$ cat src/rtl/alu_spi_pkg.sv
// Shared types and frame layout for the SPI front end of the 4-bit ALU.
package alu_spi_pkg;

    localparam int         FRAME_W  = 16;
    localparam int         CNT_W    = $clog2(FRAME_W) + 1;
    localparam logic [3:0] MISO_TAG = 4'h5;

    // MOSI frame bit positions: {hdr, 2'b00, op, a, b}
    localparam int HDR_MSB = 15;
    localparam int HDR_LSB = 12;
    localparam int PAD_MSB = 11;
    localparam int PAD_LSB = 10;
    localparam int OP_MSB  = 9;
    localparam int OP_LSB  = 8;
    localparam int A_MSB   = 7;
    localparam int A_LSB   = 4;
    localparam int B_MSB   = 3;
    localparam int B_LSB   = 0;

    typedef enum logic [1:0] {
        OP_AND = 2'b00,
        OP_OR  = 2'b01,
        OP_ADD = 2'b10,
        OP_SUB = 2'b11
    } alu_op_e;

    typedef enum logic [2:0] {
        ST_IDLE,
        ST_SHIFT,
        ST_APPLY,
        ST_CAPTURE,
        ST_WAIT,
        ST_ABORT
    } state_e;

    function automatic logic [FRAME_W-1:0] miso_frame(
        input logic       abort,
        input logic       valid,
        input logic       carry,
        input logic [3:0] result
    );
        return {MISO_TAG, 1'b0, abort, valid, carry, 4'h0, result};
    endfunction

endpackage

$ cat src/rtl/spi_edge_sync.sv
// Multi-flop synchronizer for an asynchronous SPI pin, with rise/fall pulses.
module spi_edge_sync #(
    parameter int SYNC_STAGES = 2
) (
    input  logic clk,
    input  logic rst_n,
    input  logic din,
    output logic dout,
    output logic rise,
    output logic fall
);

    logic [SYNC_STAGES-1:0] chain;
    logic                   prev;

    // Resetting low means a pin already low at reset release shows no falling edge.
    always_ff @(posedge clk or negedge rst_n) begin
        if (!rst_n) begin
            chain <= '0;
            prev  <= 1'b0;
        end else begin
            chain <= {chain[SYNC_STAGES-2:0], din};
            prev  <= chain[SYNC_STAGES-1];
        end
    end

    assign dout = chain[SYNC_STAGES-1];
    assign rise = dout & ~prev;
    assign fall = ~dout & prev;

endmodule

$ cat src/rtl/alu_spi_slave.sv
// SPI mode-0 slave that loads ALU operands from a 16-bit frame and returns the result.
// Optional build macro ALU_SPI_HDR_CHECK_EN rejects frames whose header differs from HDR.
module alu_spi_slave #(
    parameter int         SYNC_STAGES = 2,
    parameter logic [3:0] HDR         = 4'hA
) (
    input  logic       clk,
    input  logic       rst_n,
    input  logic       sclk,
    input  logic       cs_n,
    input  logic       mosi,
    output logic       miso,
    output logic       miso_oe,
    output logic [3:0] alu_a,
    output logic [3:0] alu_b,
    output logic [1:0] alu_op,
    input  logic [3:0] alu_out,
    input  logic       alu_carry,
    output logic       frame_done
);

    import alu_spi_pkg::*;

    logic sclk_lvl_unused, sclk_rise, sclk_fall;
    logic cs_s, cs_rise, cs_fall;
    logic mosi_s, mosi_rise_unused, mosi_fall_unused;

    spi_edge_sync #(.SYNC_STAGES(SYNC_STAGES)) u_sync_sclk (
        .clk(clk), .rst_n(rst_n), .din(sclk),
        .dout(sclk_lvl_unused), .rise(sclk_rise), .fall(sclk_fall)
    );

    spi_edge_sync #(.SYNC_STAGES(SYNC_STAGES)) u_sync_cs (
        .clk(clk), .rst_n(rst_n), .din(cs_n),
        .dout(cs_s), .rise(cs_rise), .fall(cs_fall)
    );

    spi_edge_sync #(.SYNC_STAGES(SYNC_STAGES)) u_sync_mosi (
        .clk(clk), .rst_n(rst_n), .din(mosi),
        .dout(mosi_s), .rise(mosi_rise_unused), .fall(mosi_fall_unused)
    );

    state_e             state, state_nxt;
    logic [FRAME_W-1:0] shift_in;
    logic [FRAME_W-1:0] miso_sr;
    logic [CNT_W-1:0]   bit_cnt;
    logic [3:0]         result;
    logic               carry, valid, abort;
    logic               cs_armed;
    logic               frame_ok;
    logic [1:0]         pad_unused;

    assign pad_unused = shift_in[PAD_MSB:PAD_LSB];

`ifdef ALU_SPI_HDR_CHECK_EN
    assign frame_ok = (shift_in[HDR_MSB:HDR_LSB] == HDR);
`else
    logic [3:0] hdr_unused;
    assign hdr_unused = shift_in[HDR_MSB:HDR_LSB] ^ HDR;
    assign frame_ok   = 1'b1;
`endif

    always_ff @(posedge clk or negedge rst_n) begin
        if (!rst_n) state <= ST_IDLE;
        else        state <= state_nxt;
    end

    // A 16th sclk rise wins over a simultaneous cs_n rise.
    always_comb begin
        state_nxt = state;
        unique case (state)
            ST_IDLE:    if (cs_fall) state_nxt = ST_SHIFT;
            ST_SHIFT: begin
                if (sclk_rise && bit_cnt == CNT_W'(FRAME_W - 1)) state_nxt = ST_APPLY;
                else if (cs_rise)                                state_nxt = ST_ABORT;
            end
            ST_APPLY:   state_nxt = frame_ok ? ST_CAPTURE : ST_ABORT;
            ST_CAPTURE: state_nxt = ST_WAIT;
            ST_WAIT:    if (cs_s) state_nxt = ST_IDLE;
            ST_ABORT:   state_nxt = ST_IDLE;
            default:    state_nxt = ST_IDLE;
        endcase
    end

    // Received bits carry no reset state; they are only consumed after 16 fresh shifts.
    always_ff @(posedge clk) begin
        if (state == ST_SHIFT && sclk_rise)
            shift_in <= {shift_in[FRAME_W-2:0], mosi_s};
    end

    always_ff @(posedge clk or negedge rst_n) begin
        if (!rst_n) begin
            miso_sr    <= '0;
            bit_cnt    <= '0;
            alu_a      <= '0;
            alu_b      <= '0;
            alu_op     <= '0;
            result     <= '0;
            carry      <= 1'b0;
            valid      <= 1'b0;
            abort      <= 1'b0;
            frame_done <= 1'b0;
            cs_armed   <= 1'b0;
        end else begin
            frame_done <= (state == ST_CAPTURE);
            if (cs_rise) cs_armed <= 1'b1;

            if (state == ST_IDLE && cs_fall) begin
                miso_sr <= miso_frame(abort, valid, carry, result);
                bit_cnt <= '0;
            end else if (state != ST_IDLE && sclk_fall) begin
                miso_sr <= {miso_sr[FRAME_W-2:0], 1'b0};
            end

            if (state == ST_SHIFT && sclk_rise)
                bit_cnt <= bit_cnt + CNT_W'(1);

            if (state == ST_APPLY && frame_ok) begin
                alu_op <= shift_in[OP_MSB:OP_LSB];
                alu_a  <= shift_in[A_MSB:A_LSB];
                alu_b  <= shift_in[B_MSB:B_LSB];
            end

            if (state == ST_CAPTURE) begin
                result <= alu_out;
                carry  <= alu_carry;
                valid  <= 1'b1;
                abort  <= 1'b0;
            end

            if (state == ST_ABORT)
                abort <= 1'b1;
        end
    end

    // cs_armed keeps the driver off while cs_n is held low across a reset release.
    assign miso_oe = ~cs_s & cs_armed;
    assign miso    = miso_sr[FRAME_W-1];

endmodule

$ cat config.mk
export PLATFORM = sky130hd
export DESIGN_NAME = alu_spi_slave
export DESIGN_NICKNAME = d
export VERILOG_FILES = /design/src/rtl/alu_spi_pkg.sv /design/src/rtl/spi_edge_sync.sv /design/src/rtl/alu_spi_slave.sv
export SDC_FILE = /design/constraint.sdc
export NUM_CORES = 1
export LEC_CHECK = 0
export ABC_AREA = 1
export CAP_MARGIN = 40
export CORE_MARGIN = 5
export CORE_UTILIZATION = 55
export CTS_BUF_LIST = sky130_fd_sc_hd__clkbuf_4
export DETAILED_ROUTE_END_ITERATION = 10
export PLACE_DENSITY = 0.77
export SYNTH_ARGS = -nofsm -noshare
export SYNTH_HDL_FRONTEND = slang
export SYNTH_HIERARCHICAL = 1
export SYNTH_SLANG_ARGS = --single-unit
export TNS_END_PERCENT = 50
$ cat constraint.sdc
create_clock -name clk -period 1.5 [get_ports clk]
set_input_delay 0.3 -clock clk [delete_from_list [all_inputs] [get_ports clk]]
set_output_delay 0.3 -clock clk [all_outputs]
set_load 0.01 [all_outputs]
==> flow_summary.yaml <==
clock_tree:
  cts-root-buf: "clkbuf_4"
  cts_tree: "done"
  insertion_delay_ps: 390
  cts-buffers-inserted: 9
  cts_buffer_depth: 2
  clock_sinks: 61
  cts.reportedPaths.clkPinSlew_ps: 100
  cts_max_level: 3
sta:
  drv_slew: 0
  hold_violations: 0
  fmax_mhz: 711.6
  max-slew-margin-rel_pct: 78.48
  min_period_ps: 1405
  setup_slack_ps: 94.80
  worstMarginPinSlew_ps: 322.0
  rsz0062_at_grt: "yes"
  period_share_pct: 93.68
  clock_skew_ps: 11.08
  setup_viol: 0
global_routing:
  grt_max_degree: 52
  grt_pass1_wl_mm: 7.093
  grt.busiest_layer: "met2"
  gr-usage-met2_pct: 23.37
  gr-total-overflow: 0
  grtUsageTotal_pct: 14.87
  met1_usage_pct: 18.66
  grt_pass1_vias: 1608
  antenna_found_initial: 0
  met3_usage_pct: 5.324
drt:
  drt_pre_antenna_iters: 4
  detail_route.iter0.violations: 108
  postRouteAntennaNets: 0
  wl_per_cell_um: 12.46
  viasPerCell: 5.029
  num_vias: 1745
  routed_wl_mm: 4.322
  drc: 0
floorplanning:
  die_y_um: 77.62
  num_io_pins: 23
  rows: 24
  start_util_pct: 57.36
  die_area_um2: 6025
  core-area_um2: 4384
  die_x_um: 77.62
final_layout:
  nets: 302
  drive_gt1_share_pct: 16.27
  multi_input_area_um2: 813.3
  antennaDiodeCount: 0
  final_util_pct: 67.78
  area_delta_synth_final_pct: 18.16
  register_area_um2: 1577
  fillCellCount: 359
min_path:
  hold_start: "mosi"
  min_to: "u_sync_mosi/chain[0]"
  hold_path.class: "in -> reg"
  hold_depth: 1
setup_path:
  worstPathArrival_ps: 1700
  reg2reg_to: "state[2]"
  worst_ep_required_time_ps: 1800
  ff2ff_setup_slack_ps: 90
  end_kind: "flip-flop"
  cp_max_fo: 3
  crit_type: "reg -> reg"
  r2r_start: "bit_cnt[1]"
  r2r_cells: 9
  start_kind: "flip-flop"
synthesis:
  syn_area_um2: 2515
  avgSynthCellArea_um2: 9.940
  yosys_warnings: 6
  syn_nets: 265
  synth_cells: 253
power:
  leakagePower_nw: 1.547
  peakVddDrop_uv: 730.2
  power_density_nw_per_um2: 1425
  power.total_mw: 4.235
run_status:
  outcome: "finished, final reports clean"
place:
  portBuffers: 22
  gp_congestion: 0.8244
  dp_slack_ps: 12.05
  dp_hpwl_mm: 2.743
job:
  maxCapViolations: 0
==> per-stage QoR <==
stage / cells / hold slack (ps) / instance area [um^2] / TNS (ps)
6_report: 347 / 338.3 / 2972 / 0
5_1_grt: 347 / 290.3 / 2972 / -40.49
4_1_cts: 343 / 301.1 / 2935 / 0
3_5_place_dp: 326 / 310.5 / 2810 / 0
3_3_place_gp: 326 / 308.8 / 2810 / 0
2_1_floorplan: 253 / 4.409 / 2515 / 0
==> worst max-delay path by stage <==
| stage | cells past startpoint | from | slack, ps | end |
|---|---|---|---|---|
| after floorplan | 6 | u_sync_cs/chain[1] | 180 | miso_sr[0] |
| after global placement | 9 | bit_cnt[0] | 40 | state[2] |
| after detailed placement | 9 | bit_cnt[0] | 10 | state[2] |
| after CTS | 2 | u_sync_cs/chain[1] | 1 | miso_oe |
| after global routing | 9 | bit_cnt[0] | -40 | state[2] |
| final | 9 | bit_cnt[1] | 90 | state[2] |
==> sequential cells by signal (all words and copies together) (netlist names) <==
signal,cells
miso_sr,16
shift_in,10
bit_cnt,5
alu_a,4
alu_b,4
result,4
state,3
alu_op,2
u_sync_cs/chain,2
u_sync_mosi/chain,2
u_sync_sclk/chain,2
abort,1
carry,1
cs_armed,1
frame_done,1
u_sync_cs/prev,1
u_sync_sclk/prev,1
valid,1
==> critical path, stage by stage (launching register included) <==
cell and delay [ps]:
dfrtp_1 390, ha_2 180, nand2_1 70, nor2_2 100
ha_2 180, nand2_1 80, o21ai_1 140, inv_1 50
nand3_1 70, nand2_1 50
==> layer usage <==
| metal | part of all wire (%) | wire length [um] |
|---|---|---|
| met5 | 0 | 0 |
| met4 | 0.53 | 23 |
| met3 | 4.6 | 199 |
| met2 | 49 | 2127 |
| met1 | 46 | 1972 |
==> repair_timing <==
| action | in CTS | in global routing |
|---|---|---|
| setup buffers | 0 | 3 |
| resized for setup | 16 | 5 |
| setup endpoints to repair | 14 | 7 |
| pin swaps | 0 | 1 |
| endpoints found under the hold margin | 51 | 0 |
| cloned | 0 | 1 |
| hold buffers | 1 | 0 |
==> placed cells by master, fill, tap and decap left out, types with 2 or more instances in the layout <==
cell type / instances
dfrtp_1: 51
nor2_2: 3
clkdlybuf4s50_1: 8
nand4_1: 7
buf_12: 2
nand2_2: 4
clkinv_1: 3
or2_2: 3
edfxtp_1: 10
clkbuf_4: 10
a21oi_1: 2
nor2_1: 6
ha_2: 2
dlygate4sd2_1: 12
inv_2: 3
nand2_1: 85
inv_1: 17
nand3_1: 35
buf_4: 9
o21ai_1: 4
buf_2: 2
nor2_4: 2
o21ai_0: 3
==> power by group <==
part | leakage, nW | internal (mW) | switching [mW]
Combinational | 0.752 | 0.408 | 0.605
Sequential | 0.726 | 1.96 | 0.174
Clock | 0.0689 | 0.508 | 0.577
==> layout make-up <==
| cell class | count | area share (%) |
|---|---|---|
| multi-input combinational | 164 | 27.37 |
| sequential | 61 | 53.05 |
| clock buffer | 10 | 2.526 |
| inverter | 20 | 2.526 |
| timing repair buffer | 34 | 10.53 |
| tap | 52 | 2.189 |
| clock inverter | 6 | 1.811 |
(Power assumes the default switching activity.)
